**src/rtl/id_issue_stage.sv**
```systemverilog
// RV32I decode/issue stage: I-ALU, R-ALU and LUI decode, ID/EX output register, RAW scoreboard.
// Define ID_ILLEGAL_TRAP_EN to register the illegal-instruction flag; otherwise it is tied to 0.
module id_issue_stage #(
  parameter int XLEN = 32,
  parameter int RA_W = 5
) (
  input  logic            clk,
  input  logic            rst,
  input  logic            in_valid,
  output logic            in_ready,
  input  logic [XLEN-1:0] in_addr,
  input  logic [31:0]     in_instr,
  output logic [RA_W-1:0] rs1_addr,
  output logic [RA_W-1:0] rs2_addr,
  input  logic [XLEN-1:0] rs1_data,
  input  logic [XLEN-1:0] rs2_data,
  input  logic            flush,
  input  logic            wb_valid,
  input  logic [RA_W-1:0] wb_rd,
  output logic            out_valid,
  input  logic            out_ready,
  output logic [31:0]     out_instr,
  output logic [XLEN-1:0] out_addr,
  output logic [XLEN-1:0] out_op1,
  output logic [XLEN-1:0] out_op2,
  output logic [RA_W-1:0] out_rd,
  output logic [3:0]      out_alu_op,
  output logic            out_reg_en,
  output logic            illegal
);

  localparam int NREG = 1 << RA_W;

  localparam logic [6:0] OPC_OP_IMM = 7'b0010011;
  localparam logic [6:0] OPC_OP     = 7'b0110011;
  localparam logic [6:0] OPC_LUI    = 7'b0110111;
  localparam logic [6:0] F7_ZERO    = 7'b0000000;
  localparam logic [6:0] F7_ALT     = 7'b0100000;

  localparam logic [3:0] ALU_ADD  = 4'd0;
  localparam logic [3:0] ALU_SUB  = 4'd1;
  localparam logic [3:0] ALU_SLL  = 4'd2;
  localparam logic [3:0] ALU_SLT  = 4'd3;
  localparam logic [3:0] ALU_SLTU = 4'd4;
  localparam logic [3:0] ALU_XOR  = 4'd5;
  localparam logic [3:0] ALU_SRL  = 4'd6;
  localparam logic [3:0] ALU_SRA  = 4'd7;
  localparam logic [3:0] ALU_OR   = 4'd8;
  localparam logic [3:0] ALU_AND  = 4'd9;
  localparam logic [3:0] ALU_PASS = 4'd10;

  logic [6:0]        opcode_s;
  logic [6:0]        func7_s;
  logic [2:0]        func3_s;
  logic [4:0]        rd_field_s;
  logic [4:0]        rs1_field_s;
  logic [4:0]        rs2_field_s;
  logic signed [11:0] imm_i_s;
  logic signed [31:0] imm_u_s;

  logic              legal_s;
  logic              use_rs1_s;
  logic              use_rs2_s;
  logic [3:0]        alu_raw_s;
  logic [XLEN-1:0]   op1_raw_s;
  logic [XLEN-1:0]   op2_raw_s;

  logic [3:0]        alu_op_s;
  logic [XLEN-1:0]   op1_s;
  logic [XLEN-1:0]   op2_s;
  logic              reg_en_s;
  logic [RA_W-1:0]   rd_s;
  logic [RA_W-1:0]   rs1_addr_s;
  logic [RA_W-1:0]   rs2_addr_s;

  logic              hazard_s;
  logic              in_ready_s;
  logic              issue_s;
  logic [NREG-1:0]   busy_r;
  logic [NREG-1:0]   set_mask_s;
  logic [NREG-1:0]   clr_mask_s;
  logic [NREG-1:0]   busy_nxt_s;

  logic              out_valid_r;
  logic [31:0]       out_instr_r;
  logic [XLEN-1:0]   out_addr_r;
  logic [XLEN-1:0]   out_op1_r;
  logic [XLEN-1:0]   out_op2_r;
  logic [RA_W-1:0]   out_rd_r;
  logic [3:0]        out_alu_op_r;
  logic              out_reg_en_r;

  // A writeback to the same register in the same cycle releases the interlock.
  function automatic logic src_blocked(input logic [NREG-1:0] busy, input logic [RA_W-1:0] rs,
                                       input logic wbv, input logic [RA_W-1:0] wbrd);
    return busy[rs] & ~(wbv & (wbrd == rs));
  endfunction

  assign opcode_s    = in_instr[6:0];
  assign rd_field_s  = in_instr[11:7];
  assign func3_s     = in_instr[14:12];
  assign rs1_field_s = in_instr[19:15];
  assign rs2_field_s = in_instr[24:20];
  assign func7_s     = in_instr[31:25];
  assign imm_i_s     = in_instr[31:20];
  assign imm_u_s     = {in_instr[31:12], 12'h000};

  // Raw decode of opcode/func3/func7 into ALU op, operand sources and legality.
  always_comb begin
    legal_s   = 1'b0;
    use_rs1_s = 1'b0;
    use_rs2_s = 1'b0;
    alu_raw_s = ALU_ADD;
    op1_raw_s = rs1_data;
    op2_raw_s = XLEN'(imm_i_s);
    case (opcode_s)
      OPC_OP_IMM: begin
        use_rs1_s = 1'b1;
        case (func3_s)
          3'b000:  begin legal_s = 1'b1; alu_raw_s = ALU_ADD;  end
          3'b010:  begin legal_s = 1'b1; alu_raw_s = ALU_SLT;  end
          3'b011:  begin legal_s = 1'b1; alu_raw_s = ALU_SLTU; end
          3'b100:  begin legal_s = 1'b1; alu_raw_s = ALU_XOR;  end
          3'b110:  begin legal_s = 1'b1; alu_raw_s = ALU_OR;   end
          3'b111:  begin legal_s = 1'b1; alu_raw_s = ALU_AND;  end
          3'b001: begin
            legal_s   = (func7_s == F7_ZERO);
            alu_raw_s = ALU_SLL;
            op2_raw_s = XLEN'(rs2_field_s);
          end
          3'b101: begin
            legal_s   = (func7_s == F7_ZERO) | (func7_s == F7_ALT);
            alu_raw_s = (func7_s == F7_ALT) ? ALU_SRA : ALU_SRL;
            op2_raw_s = XLEN'(rs2_field_s);
          end
          default: legal_s = 1'b0;
        endcase
      end
      OPC_OP: begin
        use_rs1_s = 1'b1;
        use_rs2_s = 1'b1;
        op2_raw_s = rs2_data;
        case (func3_s)
          3'b000: begin
            legal_s   = (func7_s == F7_ZERO) | (func7_s == F7_ALT);
            alu_raw_s = (func7_s == F7_ALT) ? ALU_SUB : ALU_ADD;
          end
          3'b101: begin
            legal_s   = (func7_s == F7_ZERO) | (func7_s == F7_ALT);
            alu_raw_s = (func7_s == F7_ALT) ? ALU_SRA : ALU_SRL;
          end
          3'b001:  begin legal_s = (func7_s == F7_ZERO); alu_raw_s = ALU_SLL;  end
          3'b010:  begin legal_s = (func7_s == F7_ZERO); alu_raw_s = ALU_SLT;  end
          3'b011:  begin legal_s = (func7_s == F7_ZERO); alu_raw_s = ALU_SLTU; end
          3'b100:  begin legal_s = (func7_s == F7_ZERO); alu_raw_s = ALU_XOR;  end
          3'b110:  begin legal_s = (func7_s == F7_ZERO); alu_raw_s = ALU_OR;   end
          3'b111:  begin legal_s = (func7_s == F7_ZERO); alu_raw_s = ALU_AND;  end
          default: legal_s = 1'b0;
        endcase
      end
      OPC_LUI: begin
        legal_s   = 1'b1;
        alu_raw_s = ALU_PASS;
        op1_raw_s = '0;
        op2_raw_s = XLEN'(imm_u_s);
      end
      default: legal_s = 1'b0;
    endcase
  end

  // Illegal encodings collapse to a NOP that reads and writes nothing.
  assign alu_op_s   = legal_s ? alu_raw_s : ALU_ADD;
  assign op1_s      = legal_s ? op1_raw_s : '0;
  assign op2_s      = legal_s ? op2_raw_s : '0;
  assign reg_en_s   = legal_s & (rd_field_s != 5'd0);
  assign rd_s       = reg_en_s ? RA_W'(rd_field_s) : '0;
  assign rs1_addr_s = (legal_s & use_rs1_s) ? RA_W'(rs1_field_s) : '0;
  assign rs2_addr_s = (legal_s & use_rs2_s) ? RA_W'(rs2_field_s) : '0;

  assign hazard_s   = src_blocked(busy_r, rs1_addr_s, wb_valid, wb_rd) |
                      src_blocked(busy_r, rs2_addr_s, wb_valid, wb_rd);
  assign in_ready_s = (~out_valid_r | out_ready) & ~hazard_s & ~flush;
  assign issue_s    = in_valid & in_ready_s;

  // Set on issue overrides a same-cycle writeback clear; x0 is never busy.
  assign set_mask_s = (issue_s & reg_en_s) ? (NREG'(1) << rd_s) : '0;
  assign clr_mask_s = wb_valid ? (NREG'(1) << wb_rd) : '0;
  assign busy_nxt_s = flush ? '0 : (((busy_r & ~clr_mask_s) | set_mask_s) & ~NREG'(1));

  // Register-busy scoreboard.
  always_ff @(posedge clk or posedge rst) begin
    if (rst) begin
      busy_r <= '0;
    end else begin
      busy_r <= busy_nxt_s;
    end
  end

  // ID/EX output register with valid/ready handshake.
  always_ff @(posedge clk or posedge rst) begin
    if (rst) begin
      out_valid_r  <= 1'b0;
      out_instr_r  <= 32'h0000_0000;
      out_addr_r   <= '0;
      out_op1_r    <= '0;
      out_op2_r    <= '0;
      out_rd_r     <= '0;
      out_alu_op_r <= 4'd0;
      out_reg_en_r <= 1'b0;
    end else if (flush) begin
      out_valid_r  <= 1'b0;
    end else if (issue_s) begin
      out_valid_r  <= 1'b1;
      out_instr_r  <= in_instr;
      out_addr_r   <= in_addr;
      out_op1_r    <= op1_s;
      out_op2_r    <= op2_s;
      out_rd_r     <= rd_s;
      out_alu_op_r <= alu_op_s;
      out_reg_en_r <= reg_en_s;
    end else if (out_ready) begin
      out_valid_r  <= 1'b0;
    end
  end

`ifdef ID_ILLEGAL_TRAP_EN
  logic illegal_r;

  // Illegal flag travels with the issued instruction and drops once it leaves.
  always_ff @(posedge clk or posedge rst) begin
    if (rst) begin
      illegal_r <= 1'b0;
    end else if (flush) begin
      illegal_r <= 1'b0;
    end else if (issue_s) begin
      illegal_r <= ~legal_s;
    end else if (out_valid_r & out_ready) begin
      illegal_r <= 1'b0;
    end
  end

  assign illegal = illegal_r;
`else
  assign illegal = 1'b0;
`endif

  assign in_ready   = in_ready_s;
  assign rs1_addr   = rs1_addr_s;
  assign rs2_addr   = rs2_addr_s;
  assign out_valid  = out_valid_r;
  assign out_instr  = out_instr_r;
  assign out_addr   = out_addr_r;
  assign out_op1    = out_op1_r;
  assign out_op2    = out_op2_r;
  assign out_rd     = out_rd_r;
  assign out_alu_op = out_alu_op_r;
  assign out_reg_en = out_reg_en_r;

endmodule

```
**config.mk**
```make
export PLATFORM = sky130hd
export DESIGN_NAME = id_issue_stage
export DESIGN_NICKNAME = d
export VERILOG_FILES = /design/src/rtl/id_issue_stage.sv
export SDC_FILE = /design/constraint.sdc
export NUM_CORES = 1
export LEC_CHECK = 0
export ABC_CLOCK_PERIOD_IN_PS = 14950
export BUFFER_PORTS_ARGS = -buffer_cell sky130_fd_sc_hd__clkbuf_2
export CAP_MARGIN = 20
export CELL_PAD_IN_SITES_DETAIL_PLACEMENT = 0
export CELL_PAD_IN_SITES_GLOBAL_PLACEMENT = 1
export CORE_MARGIN = 3
export CORE_UTILIZATION = 43
export DETAILED_ROUTE_END_ITERATION = 7
export PLACE_DENSITY_LB_ADDON = 0.08
export SLEW_MARGIN = 20
export SYNTH_ARGS = -nofsm -noshare
export SYNTH_HDL_FRONTEND = slang
export SYNTH_SLANG_ARGS = --single-unit
```
**constraint.sdc**
```tcl
create_clock -name clk -period 14.95 [get_ports clk]
set_input_delay 0.7475 -clock clk [delete_from_list [all_inputs] [get_ports clk]]
set_output_delay 0.7475 -clock clk [all_outputs]
set_load 0.03 [all_outputs]
```
Word level (Yosys, flattened, before mapping)
Cells that the tools add are included.
- reductions and logical operators: 10
- shift-type cells: 2
- add/subtract/negate cells: 0
- magnitude comparators: 2
- bitwise operators: 22
- div/mod/pow operators: 0
- mux-type cells: 29
- equal/unequal tests: 13
- $mul: 0
- operators by type and width (operator ; number):
    32-bit two-way mux ; 7
    32-bit case mux with 3 select lines ; 1
    4-bit case mux with 8 select lines ; 2
    1-bit by 5-bit left shift with 32-bit output (first input constant) ; 2
    32-bit AND ; 1
    32-bit NOT ; 1
    32-bit bitwise OR ; 1
    7-bit by 6-bit equality test with 1-bit output (second input constant) ; 3
    5-bit two-way mux ; 3
    3-bit equality test (second input constant) ; 4
    5-bit by 6-bit < comparator with 1-bit output (second input constant) ; 2
    4-bit case mux with 3 select lines ; 1
    6-bit OR reduction ; 2
    1-bit AND ; 11
    1-bit binary-select mux with 5-bit select ; 2
    5-bit equality test ; 2
    1-bit two-way mux ; 9
    7-bit by 5-bit equality test with 1-bit output (second input constant) ; 1
    7-bit zero test ; 1
    3-bit by 2-bit equality test with 1-bit output (second input constant) ; 2
    1-bit case mux with 3 select lines ; 2
    2-bit OR reduction ; 3
    1-bit NOT ; 5
    5-bit nonzero test ; 1
    7 further kinds ; 9
- bits in latches: 0
- bits in registers: 171
- bits in writable memories: 0
- memories kept: 0
- bits in read-only memories: 0
- word-level logic and storage cells: 87

Longest topological paths before layout
- word-level depth: 19
- gate-level depth with buffers: 12

Worst setup path after synthesis
No wires, ideal clock.
- path type: input-to-output
- from: input port in_instr[14]
- to: output port in_ready
- data arrival time: 2656 ps
- setup slack: 11546 ps
- stages on the path: 8
- data required time: 14203 ps
- path buffers: 1
- path through: buf_2 > xor2_1 > o211a_1 > a21oi_1 > and3_1 > mux2i_1 > a311oi_1 > and3b_1
- longest elaborated chain between the ends: 14
- elaborated cells between the ends (all ways): 34
- those cells by class: eq/ne (9); mux (9); bitwise (12); reduce/logical (4)
- RTL lines (what ; line ; source):
    start, declared ; 12 ; input logic [31:0] in_instr,
    3-bit equality test (tied with other cells) ; 119, 143 ;
    6-bit OR reduction (no source line) or 2-bit OR reduction (tied branches) ; -- ;
    1-bit case mux with 3 select lines or 1-bit case mux with 2 select lines (tied branches) ; 119, 143 ;
    1-bit case mux with 3 select lines * ; 116 ; case (opcode_s)
    1-bit AND * ; 177 ; assign rs1_addr_s = (legal_s & use_rs1_s) ? RA_W'(rs1_field_s) : '0;
    5-bit two-way mux * ; 177 ;
    named net rs1_addr[0] ; 13 ; output logic [RA_W-1:0] rs1_addr,
    branches (longest 3 deep; another with 1-bit binary-select mux with 5-bit select) ; -- ;
    1-bit AND * ; 96 ; return busy[rs] & ~(wbv & (wbrd == rs));
    1-bit bitwise OR * ; 180 ; assign hazard_s = src_blocked(busy_r, rs1_addr_s, wb_valid, wb_rd) |
    1-bit NOT * ; 182 ; assign in_ready_s = (~out_valid_r | out_ready) & ~hazard_s & ~flush;
    1-bit AND * (2 in series) ; 182 ;
    end, declared ; 10 ; output logic in_ready,
Mark *: on every way through the listed nets, which the timed path passes. The select of a mux whose other input is x is not followed.

Worst setup path in the final report
- from: input port in_instr[25]
- to: register out_op2_r[31] (netlist: out_op2[31])
- longest elaborated chain between the ends: 16
- elaborated cells between the ends (all ways): 29
- those cells by class: eq/ne (3); mux (10); bitwise (14); reduce/logical (2)
- RTL lines (what ; line ; source):
    7-bit by 6-bit equality test with 1-bit output or 7-bit zero test (tied branches) ; -- ;
    1-bit bitwise OR ; 132, 145, 149 ;
    1-bit case mux with 3 select lines or 1-bit case mux with 2 select lines (tied branches) ; 119, 143 ;
    1-bit case mux with 3 select lines * ; 116 ;
    branches (longest 12 deep; another with 5-bit two-way mux) ; -- ;
    end signal, assigned ; 217 ; out_op2_r <= op2_s;
    end, declared ; 88 ; logic [XLEN-1:0] out_op2_r;
Mark *: on every way between the ends. The select of a mux whose other input is x is not followed.
A chain may end at the register's enable or synchronous reset.

==> reports/metrics.yaml <==
outcome:
  outcome: "complete, no violations"
placement:
  place_area_um2: 10600
  routabilityCongestion: 0.819
  port-buffer-count: 288
  hpwlAfterDp_mm: 20.6
clocking:
  path_clk_slew_ps: 70
  cts_tree: "done"
  htree_levels: 4
  cts_resized: 0
  clock_latency_ps: 430
  cts_buffers: 17
  cts_hold_buf: 0
  clockRootBuffer: "clkbuf_16"
  clk_path_buf_depth: 2
  postCtsSetupBuffers: 0
  cts_sinks: 170
synth:
  synth_edf_count: 0
  yosys.area.top_type_share_pct: 46.9
  synth-main-ff-cell: "dfrtp_1"
  synth_cells: 781
  syn_area_per_cell_um2: 11.6
  ys_async_sr_fraction_pct: 100
  yosysUniqueCellTypes: 62
  yosysWarnings: 0
  syn_nets: 920
  seq_area_frac_synth_pct: 46.9
  synth_top_area_cell: "dfrtp_1"
  netlist_area_um2: 9070
  ys_ff_latch: 170
  synth_area_leaders: "dfrtp_1 47%, mux2_4 16%, mux2i_1 4.7%"
power_and_ir_drop:
  pwr-share-clk_pct: 37.4
  p_int_mw: 0.822
  power_mw: 1.20
  p_per_area_nw_per_um2: 107
  seq_power_share_pct: 42.5
  leakage_nw: 5.32
  p_sw_mw: 0.373
  switching_share_pct: 31.2
  vdd_ir_drop_max_mv: 0.0777
  power_frac_comb_pct: 20.1
grt:
  use_met2_pct: 40.6
  grt.met3_usage_pct: 5.75
  grt_max_degree: 104
  grt_pass1_vias: 7223
  overflow: 0
  grt_pass1_wl_mm: 43.5
  antenna_found_initial: 0
  grt.busiest_layer: "met2"
  grt_use_total_pct: 25.0
  use_met1_pct: 33.2
critical_path:
  crit_required_ps: 15260
  critPathTopFamily: "simple AND/OR/NAND/NOR gates"
  arrival_ps: 4780
  critPathKind: "in -> reg"
  worst_setup_path_end_kind: "flop"
  crit_path_start_kind: "input port"
  path_buf_inv: 2
  slowest_delay_ps: 900
  cp_cell_sequence: "clkbuf_2 -> nor4_2 -> and2_2 -> and3_1 -> mux2_1 -> a31oi_1 -> or4_1 -> and4b_4 -> buf_4 -> mux2_4"
  critPathSlowestCell: "buf_4"
  cp_max_fo: 59
finish:
  design_area_um2: 11200
  nNetsFinal: 1169
  antenna_cells: 0
  area_growth_pct: 23.1
  seq_area_um2: 4250
  multi_input_area_um2: 4300
  nFillCells: 1866
  drive_above_1_share_pct: 43.3
timing:
  tns_ps: 0
  report.final.slew_viol_count: 0
  tightest_slew_ps: 1100
  timing.fmax_mhz: 224
  post-route-min-period_ps: 4470
  relSlewSlack_pct: 26.5
  hold_viol_final: 0
  finClkSkew_ps: 10.3
  rsz0062_at_grt: "no"
  period_share_pct: 29.9
  setup_viol: 0
routing:
  route.detailed.drc: 0
  drt_iter0_markers: 452
  drt-pass1-iter-count: 5
  postRouteAntennaNets: 0
  drt_wl_total_mm: 28.7
  wire_per_inst_um: 21.9
  vias: 7247
  routed_via_density: 5.52
floorplan:
  die_y_um: 151
  die_w_um: 151
  start_util_pct: 44.3
  dieArea_um2: 22900
  io_pins: 290
  core_area_um2: 20500
  num_rows: 52
min_path:
  worstHoldPathType: "reg -> reg"
flow_run:
  cap_violations: 0
## final timing paths
check,from,depth (start not counted),slack (ps),endpoint
worst max register to register,busy_r[15],9,11230,out_op2[31]
max in group asynchronous,rst,3,13000,busy_r[20]
worst min register to register,out_addr[8],1,480,out_addr[8]
min in group asynchronous,rst,2,510,out_addr[23]
worst max-delay path,in_instr[25],10,10480,out_op2[31]
worst min-delay path,out_addr[8],1,480,out_addr[8]
## synth_stat cells, drive strengths merged, types with 16 or more instances
cell	number
mux2	111
buf	31
mux2i	43
nand2	60
nor2	19
nand3	24
dfrtp	170
a21oi	37
clkbuf	37
o41ai	31
inv	43
o21ai	16
a22oi	19
## registers in the layout, indices dropped and copies added (netlist names)
signal      count
out_op2        32
out_rd          5
busy_r         31
out_reg_en      1
out_op1        32
out_valid       1
out_addr       32
out_alu_op      4
out_instr      32
## routing by layer
layer | part of all wire, % | wire length, um | vias up
li1 | - | - | 3347
met1 | 42 | 12100 | 3587
met2 | 49 | 13900 | 270
met3 | 7.3 | 2100 | 43
met4 | 2.1 | 599 | 0
met5 | 0 | 0 | -
## cell families after synthesis
kind of cell | synth area share (%)
and+or+nand+nor | 10.3
DFF | 46.9
muxes | 24.0
AOI/OAI and AO/OA | 12.3
buffers and inverters | 5.82
xor gates and xnor gates | 0.676
other | 0.0413
## power by group through the flow
stage	registers (mW)	clock network [mW]	logic (mW)
after floorplan	0.580	0	0.0976
after global placement	0.516	0	0.241
after detailed placement	0.518	0	0.242
after CTS	0.509	0.456	0.243
after global routing	0.513	0.478	0.255
final	0.509	0.447	0.240
## area by class of cell
cell class | instances | share of cell area [%]
Clock inverter | 14 | 1.39
Multi-Input combinational cell | 500 | 38.5
Clock buffer | 18 | 3.93
Sequential cell | 170 | 38.1
Tap cell | 270 | 3.03
Inverter | 43 | 1.49
Timing Repair Buffer | 298 | 13.6
## through the flow
step	utilization [%]	cells	setup WS [ps]	hold slack [ps]
after CTS	54.5	1313	10510	489
after floorplan	-	781	9600	476
final	54.5	1313	10480	481
after global placement	51.6	1281	10110	471
after detailed placement	51.6	1281	10060	474
after global routing	54.5	1313	10280	513
## layout by cell type (no fill, tap or decap), types with 10 or more instances in the layout
cell type	Yosys	layout
clkbuf_16	0	17
nand2_1	60	60
o21ai_0	14	13
inv_1	43	42
nand3_1	24	24
a21oi_1	37	37
mux2_4	96	96
o41ai_1	31	31
dfrtp_1	170	170
mux2i_1	43	43
clkbuf_2	0	288
nor2_1	18	17
buf_4	5	10
o211ai_1	12	12
a22oi_1	19	19
Power figures use the tool's default switching activity.
